`src/rtl/branch_unit_pkg.sv`:
```
// Shared condition codes, branch-type codes and PSR bit positions for the
// microsequencer branch unit.
package branch_unit_pkg;

  localparam logic [3:0] COND_NEXT   = 4'b0000;
  localparam logic [3:0] COND_N      = 4'b0001;
  localparam logic [3:0] COND_Z      = 4'b0010;
  localparam logic [3:0] COND_V      = 4'b0011;
  localparam logic [3:0] COND_C      = 4'b0100;
  localparam logic [3:0] COND_IR13   = 4'b0101;
  localparam logic [3:0] COND_ALWAYS = 4'b0110;
  localparam logic [3:0] COND_DECODE = 4'b0111;
  localparam logic [3:0] COND_NN     = 4'b1000;
  localparam logic [3:0] COND_NZ     = 4'b1001;
  localparam logic [3:0] COND_NV     = 4'b1010;
  localparam logic [3:0] COND_NC     = 4'b1011;
  localparam logic [3:0] COND_NIR13  = 4'b1100;
  localparam logic [3:0] COND_LOOP   = 4'b1101;
  localparam logic [3:0] COND_LT     = 4'b1110;
  localparam logic [3:0] COND_LEU    = 4'b1111;

  localparam logic [1:0] TIPO_NEXT   = 2'b00;
  localparam logic [1:0] TIPO_JUMP   = 2'b01;
  localparam logic [1:0] TIPO_DECODE = 2'b10;

  localparam int unsigned PSR_N = 3;
  localparam int unsigned PSR_Z = 2;
  localparam int unsigned PSR_V = 1;
  localparam int unsigned PSR_C = 0;

endpackage

```
`src/rtl/branch_unit_seq_loop.sv`:
```
// Microcode loop counter: load has priority, otherwise decrements on an
// evaluated LOOP condition that is taken; never wraps below zero.
module branch_loop_counter #(
  parameter int unsigned LOOP = 6
) (
  input  logic            clk,
  input  logic            rstN,
  input  logic            load,
  input  logic [LOOP-1:0] loadValue,
  input  logic            decReq,
  input  logic            take,
  output logic [LOOP-1:0] count,
  output logic            zero
);

  // Counter register: reset, load, conditional decrement, else hold
  always_ff @(posedge clk) begin
    if (!rstN) begin
      count <= '0;
    end else if (load) begin
      count <= loadValue;
    end else if (decReq && take) begin
      count <= count - LOOP'(1);
    end
  end

  // Zero flag straight off the register
  assign zero = (count == '0);

endmodule

```
`src/rtl/branch_unit_seq.sv`:
```
// Registered branch unit: PSR register, condition mux and branch-type output
// register; loop counting lives in branch_loop_counter.
module branch_unit_seq
  import branch_unit_pkg::*;
#(
  parameter int unsigned BRANCH_UNIT_PSR       = 4,
  parameter int unsigned BRANCH_UNIT_CONDITION = 4,
  parameter int unsigned BRANCH_UNIT_TIPO      = 2,
  parameter int unsigned BRANCH_UNIT_LOOP      = 6
) (
  input  logic                             BRANCH_UNIT_CLOCK_50,
  input  logic                             BRANCH_UNIT_ResetInLow_In,
  input  logic                             BRANCH_UNIT_Evaluate_In,
  input  logic [BRANCH_UNIT_CONDITION-1:0] BRANCH_UNIT_Condition_InBus,
  input  logic                             BRANCH_UNIT_IR13_In,
  input  logic [BRANCH_UNIT_PSR-1:0]       BRANCH_UNIT_AluFlags_InBus,
  input  logic                             BRANCH_UNIT_PsrWrite_In,
  input  logic                             BRANCH_UNIT_LoopLoad_In,
  input  logic [BRANCH_UNIT_LOOP-1:0]      BRANCH_UNIT_LoopValue_InBus,
  output logic [BRANCH_UNIT_TIPO-1:0]      BRANCH_UNIT_Tipo_OutBus,
  output logic                             BRANCH_UNIT_Valid_Out,
  output logic [BRANCH_UNIT_PSR-1:0]       BRANCH_UNIT_Psr_OutBus,
  output logic [BRANCH_UNIT_LOOP-1:0]      BRANCH_UNIT_LoopCount_OutBus,
  output logic                             BRANCH_UNIT_LoopZero_Out
);

  logic [BRANCH_UNIT_PSR-1:0]  psrReg;
  logic [BRANCH_UNIT_TIPO-1:0] tipoReg;
  logic [BRANCH_UNIT_TIPO-1:0] tipoNext;
  logic                        validReg;
  logic                        take;
  logic                        loopZero;
  logic                        loopDecReq;

  // Condition mux on the pre-edge PSR and loop count
  always_comb begin
    take = 1'b0;
    unique case (BRANCH_UNIT_Condition_InBus)
      COND_NEXT:   take = 1'b0;
      COND_N:      take = psrReg[PSR_N];
      COND_Z:      take = psrReg[PSR_Z];
      COND_V:      take = psrReg[PSR_V];
      COND_C:      take = psrReg[PSR_C];
      COND_IR13:   take = BRANCH_UNIT_IR13_In;
      COND_ALWAYS: take = 1'b1;
      COND_DECODE: take = 1'b0;
      COND_NN:     take = !psrReg[PSR_N];
      COND_NZ:     take = !psrReg[PSR_Z];
      COND_NV:     take = !psrReg[PSR_V];
      COND_NC:     take = !psrReg[PSR_C];
      COND_NIR13:  take = !BRANCH_UNIT_IR13_In;
      COND_LOOP:   take = !loopZero;
      COND_LT:     take = psrReg[PSR_N] ^ psrReg[PSR_V];
      COND_LEU:    take = psrReg[PSR_C] | psrReg[PSR_Z];
      default:     take = 1'b0;
    endcase
    if (BRANCH_UNIT_Condition_InBus == COND_DECODE) begin
      tipoNext = TIPO_DECODE;
    end else begin
      tipoNext = take ? TIPO_JUMP : TIPO_NEXT;
    end
    loopDecReq = BRANCH_UNIT_Evaluate_In &&
                 (BRANCH_UNIT_Condition_InBus == COND_LOOP);
  end

  // Output and PSR registers
  always_ff @(posedge BRANCH_UNIT_CLOCK_50) begin
    if (!BRANCH_UNIT_ResetInLow_In) begin
      tipoReg  <= TIPO_NEXT;
      validReg <= 1'b0;
      psrReg   <= '0;
    end else begin
      validReg <= BRANCH_UNIT_Evaluate_In;
      tipoReg  <= BRANCH_UNIT_Evaluate_In ? tipoNext : TIPO_NEXT;
      if (BRANCH_UNIT_PsrWrite_In) begin
        psrReg <= BRANCH_UNIT_AluFlags_InBus;
      end
    end
  end

  branch_loop_counter #(
    .LOOP(BRANCH_UNIT_LOOP)
  ) uLoop (
    .clk       (BRANCH_UNIT_CLOCK_50),
    .rstN      (BRANCH_UNIT_ResetInLow_In),
    .load      (BRANCH_UNIT_LoopLoad_In),
    .loadValue (BRANCH_UNIT_LoopValue_InBus),
    .decReq    (loopDecReq),
    .take      (!loopZero),
    .count     (BRANCH_UNIT_LoopCount_OutBus),
    .zero      (loopZero)
  );

  assign BRANCH_UNIT_Tipo_OutBus  = tipoReg;
  assign BRANCH_UNIT_Valid_Out    = validReg;
  assign BRANCH_UNIT_Psr_OutBus   = psrReg;
  assign BRANCH_UNIT_LoopZero_Out = loopZero;

endmodule

```
`config.mk`:
```
export PLATFORM = sky130hd
export DESIGN_NAME = branch_unit_seq
export DESIGN_NICKNAME = d
export VERILOG_FILES = /design/src/rtl/branch_unit_pkg.sv /design/src/rtl/branch_unit_seq_loop.sv /design/src/rtl/branch_unit_seq.sv
export SDC_FILE = /design/constraint.sdc
export NUM_CORES = 1
export LEC_CHECK = 0
export CORE_MARGIN = 10
export CORE_UTILIZATION = 44
export CTS_CLUSTER_DIAMETER = 50
export DETAILED_ROUTE_END_ITERATION = 6
export HOLD_SLACK_MARGIN = 0.1
export PLACE_DENSITY = 0.83
export SYNTH_ARGS = -nofsm -noshare
export SYNTH_HDL_FRONTEND = slang
export SYNTH_SLANG_ARGS = --single-unit
```
`constraint.sdc`:
```
create_clock -name BRANCH_UNIT_CLOCK_50 -period 3.5 [get_ports BRANCH_UNIT_CLOCK_50]
set_input_delay 1.05 -clock BRANCH_UNIT_CLOCK_50 [delete_from_list [all_inputs] [get_ports BRANCH_UNIT_CLOCK_50]]
set_output_delay 1.05 -clock BRANCH_UNIT_CLOCK_50 [all_outputs]
set_load 0.005 [all_outputs]
```
==> results.toml, run 1 <==
[pwr]
cellLeakagePower_nw = 0.442
finalPower_mw = 0.365
power_density_nw_per_um2 = 313
vdd_drop_max_mv = 0.227

[floorplanning]
die_h_um = 62.7
core_area_sq_um = 1730
io_pins = 34
dieArea_sq_um = 3930
initial_core_util_pct = 46.4
die_w_um = 62.7
rows = 15

[clock_tree]
post_cts_buffers = 0
numCtsBuffers = 3
clk_root_buffer_cell = "clkbuf_4"
clk_path_buf_depth = 2
holdBufCountCts = 0
ctsHtreeMaxLevel = 1
clk_pin_slew_ns = 0.09
cts.sinks = 13
cts_tree = "yes"
worstSkewPairLatency_ns = 0.28
cts_resized = 0

[sta]
clock_skew_ns = 0.00672
min_period_ns = 3.00
rsz0062_at_grt = "no"
final_max_slew_viol_count = 0
slew_headroom_pct = 71.8
hold_violations = 0
tightestPinTransition_ns = 0.422
setup_tns_ns = 0
timing.final.ws_setup_ns = 0.499
setup_viol_count_final = 0
post-route-period-util_pct = 85.7
fmax_mhz = 333

[grt]
antenna_found_initial = 0
grtUsageMet1_pct = 11.9
grt_overflow = 0
grt_usage_pct = 11.1
top_usage_layer = "met2"
grt_max_degree = 13
grt_first_pass_wirelength_um = 3590
grt_pass1_vias = 744
use_met2_pct = 19.4
grt_use_met3_pct = 2.87

[yosys]
synth.avg_cell_area_sq_um = 9.20
yosysWarnings = 0
synth_compound_area_share_pct = 20.6
synth_common_cells = "dfxtp_1 (13), inv_1 (7), mux2i_1 (6), nor2b_1 (6), o21ai_0 (6)"
synthAdderAreaFrac_pct = 3.13
synth_top_family_by_area = "simple AND/OR/NAND/NOR gates"
synth_cell_types = 35
netlist_area_sq_um = 801
synth_edf_count = 0
syn_nets = 109
synthCells = 87
synthTopCellsByArea = "dfxtp_1 (33%), mux2i_1 (7.5%), nor2b_1 (4.7%)"
synth.area.mux_share_pct = 10.3
yosysMostFrequentCell = "dfxtp_1"
yosysTopAreaCellShare_pct = 32.5
synth_xor_area_share_pct = 3.28
ys.flop_type = "dfxtp_1"
synth_area_leader_cell = "dfxtp_1"
synth_async_sr_flop_share_pct = 0
yosys.area_share.simple_pct = 23.9
synth_seq_area_share_pct = 32.5
ys_seq_elements = 13

[place]
dp_cells = 140
hpwl_um = 1730
place_ws_ns = 0.695
gp_congestion = 0.801
portBuffers = 33

[worst_setup_path]
reg2reg_from = "uLoop.count[0]$_SDFFE_PN0P_"
worstPathMaxFanout = 5
worstSetupPathType = "register to primary output"
path_delay_family = "buffers and inverters"
critPathLaunchType = "register"
cp-startpoint = "uLoop.count[0]$_SDFFE_PN0P_"
cp.depth = 5
crit_chain = "inv_1 -> ha_1 -> nor2b_1 -> and2_1 -> clkdlybuf4s50_1"
cpPeakStageDelay_ns = 0.51
r2r_slack_ns = 1.71
critPathArrivalTime_ns = 1.95
reg2regPathDepth = 6
crit_end = "BRANCH_UNIT_LoopZero_Out"
r2r_end = "uLoop.count[1]$_SDFFE_PN0P_"
critPathCaptureType = "primary output"
cp_data_required_time_ns = 2.45
crit_path_top_delay_cell = "clkdlybuf4s50_1"
crit_buf_inv = 2

[detailed_routing]
viasPerCell = 5.28
drtAntennaViolNets = 0
firstDrtPassIters = 5
drt-total-wl_um = 2140
vias = 761
route.detailed.drc = 0
wl_per_cell_um = 14.8
drtIter0Drc = 17

[run]
drv_cap = 0

[layout]
multiInputGateArea_sq_um = 490
regArea_sq_um = 260
antennaDiodeCount = 0
final_cells = 144
drive_gt1_share_pct = 9.24
fin_nets = 142
area_growth_pct = 45.5
fillers = 152

[outcome]
status = "finished, final reports clean"

[hold_path]
min_path_type = "register to register"
worst min path at each step:
stage                                                      start                                      to  slack (ns)  depth (start not counted)
after floorplan           BRANCH_UNIT_Psr_OutBus[0]$_SDFFE_PN0P_  BRANCH_UNIT_Psr_OutBus[0]$_SDFFE_PN0P_        0.54                          2
after global placement    BRANCH_UNIT_Psr_OutBus[0]$_SDFFE_PN0P_  BRANCH_UNIT_Psr_OutBus[0]$_SDFFE_PN0P_        0.57                          2
after detailed placement  BRANCH_UNIT_Psr_OutBus[0]$_SDFFE_PN0P_  BRANCH_UNIT_Psr_OutBus[0]$_SDFFE_PN0P_        0.58                          2
after CTS                 BRANCH_UNIT_Psr_OutBus[0]$_SDFFE_PN0P_  BRANCH_UNIT_Psr_OutBus[0]$_SDFFE_PN0P_        0.59                          2
after global routing      BRANCH_UNIT_Psr_OutBus[0]$_SDFFE_PN0P_  BRANCH_UNIT_Psr_OutBus[0]$_SDFFE_PN0P_        0.63                          2
final                     BRANCH_UNIT_Psr_OutBus[0]$_SDFFE_PN0P_  BRANCH_UNIT_Psr_OutBus[0]$_SDFFE_PN0P_        0.59                          2
logic make-up (layout without fill, tap and decap cells):
kind of cell,count (synthesis),in the layout
mux,7,7
simple gates,28,28
flops,13,13
buf+inv,12,44
fa+ha+maj,2,2
xor+xnor,3,3
compound gates,22,22
report_power, final:
part | internal [mW] | leakage [nW] | switching, mW | total, mW
clock | 0.0443 | 0.0150 | 0.0527 | 0.0969
combinational | 0.0595 | 0.319 | 0.0405 | 0.100
sequential | 0.157 | 0.108 | 0.0109 | 0.168
final cells by class:
type | instances | area share [%]
Multi-Input combinational cell | 62 | 42.1
Clock buffer | 4 | 2.26
Sequential cell | 13 | 22.3
Timing Repair Buffer | 33 | 28.4
Inverter | 7 | 2.26
Tap cell | 25 | 2.69
stage by stage:
step                      area, sq um  hold WS [ns]  utilization, %
after detailed placement         1140         0.577            65.9
after global placement           1140         0.567            65.9
after CTS                        1160         0.589            67.5
after floorplan                   801         0.541               -
after global routing             1160         0.627            67.5
final                            1160         0.594            67.5
state kept, by name, summed over array words and instances, names as in the netlist:
name,count
BRANCH_UNIT_Psr_OutBus,4
BRANCH_UNIT_Valid_Out,1
BRANCH_UNIT_Tipo_OutBus,2
uLoop.count,6
layout by cell type (no fill, tap or decap), types with 2 or more instances in the layout:
master,synthesis,routed
clkbuf_4,0,3
a211oi_1,2,2
nor3_1,4,4
inv_1,7,7
a21oi_1,4,4
o21ai_0,6,6
xnor2_1,3,3
nor2b_1,6,6
a31o_2,2,2
dfxtp_1,13,13
ha_1,2,2
clkdlybuf4s50_1,0,33
nand2_1,4,4
nor2_1,3,3
mux2i_1,6,6
a31oi_1,2,2
worst min-delay path: cells and delay by family, from the launching register on:
kind	cells	cell delay [ns]
flip-flops	1	0.36
multiplexers	1	0.14
AND/OR/NAND/NOR	1	0.06
routing by layer:
layer  part of all wire (%)  vias to the layer above
li1                       -                      382
met1                     41                      360
met2                     53                       15
met3                    4.6                        4
met4                    1.9                        0
met5                      0                        -
No activity file was read; power rests on OpenSTA's default activity.
==> run 2, diff against run 1 <==
- CTS_CLUSTER_SIZE: default -> 30
- GPL_ROUTABILITY_DRIVEN: default -> 0
==> results of run 2 <==
Same layout as run 1: the final DEF is identical, and so are final timing and power.
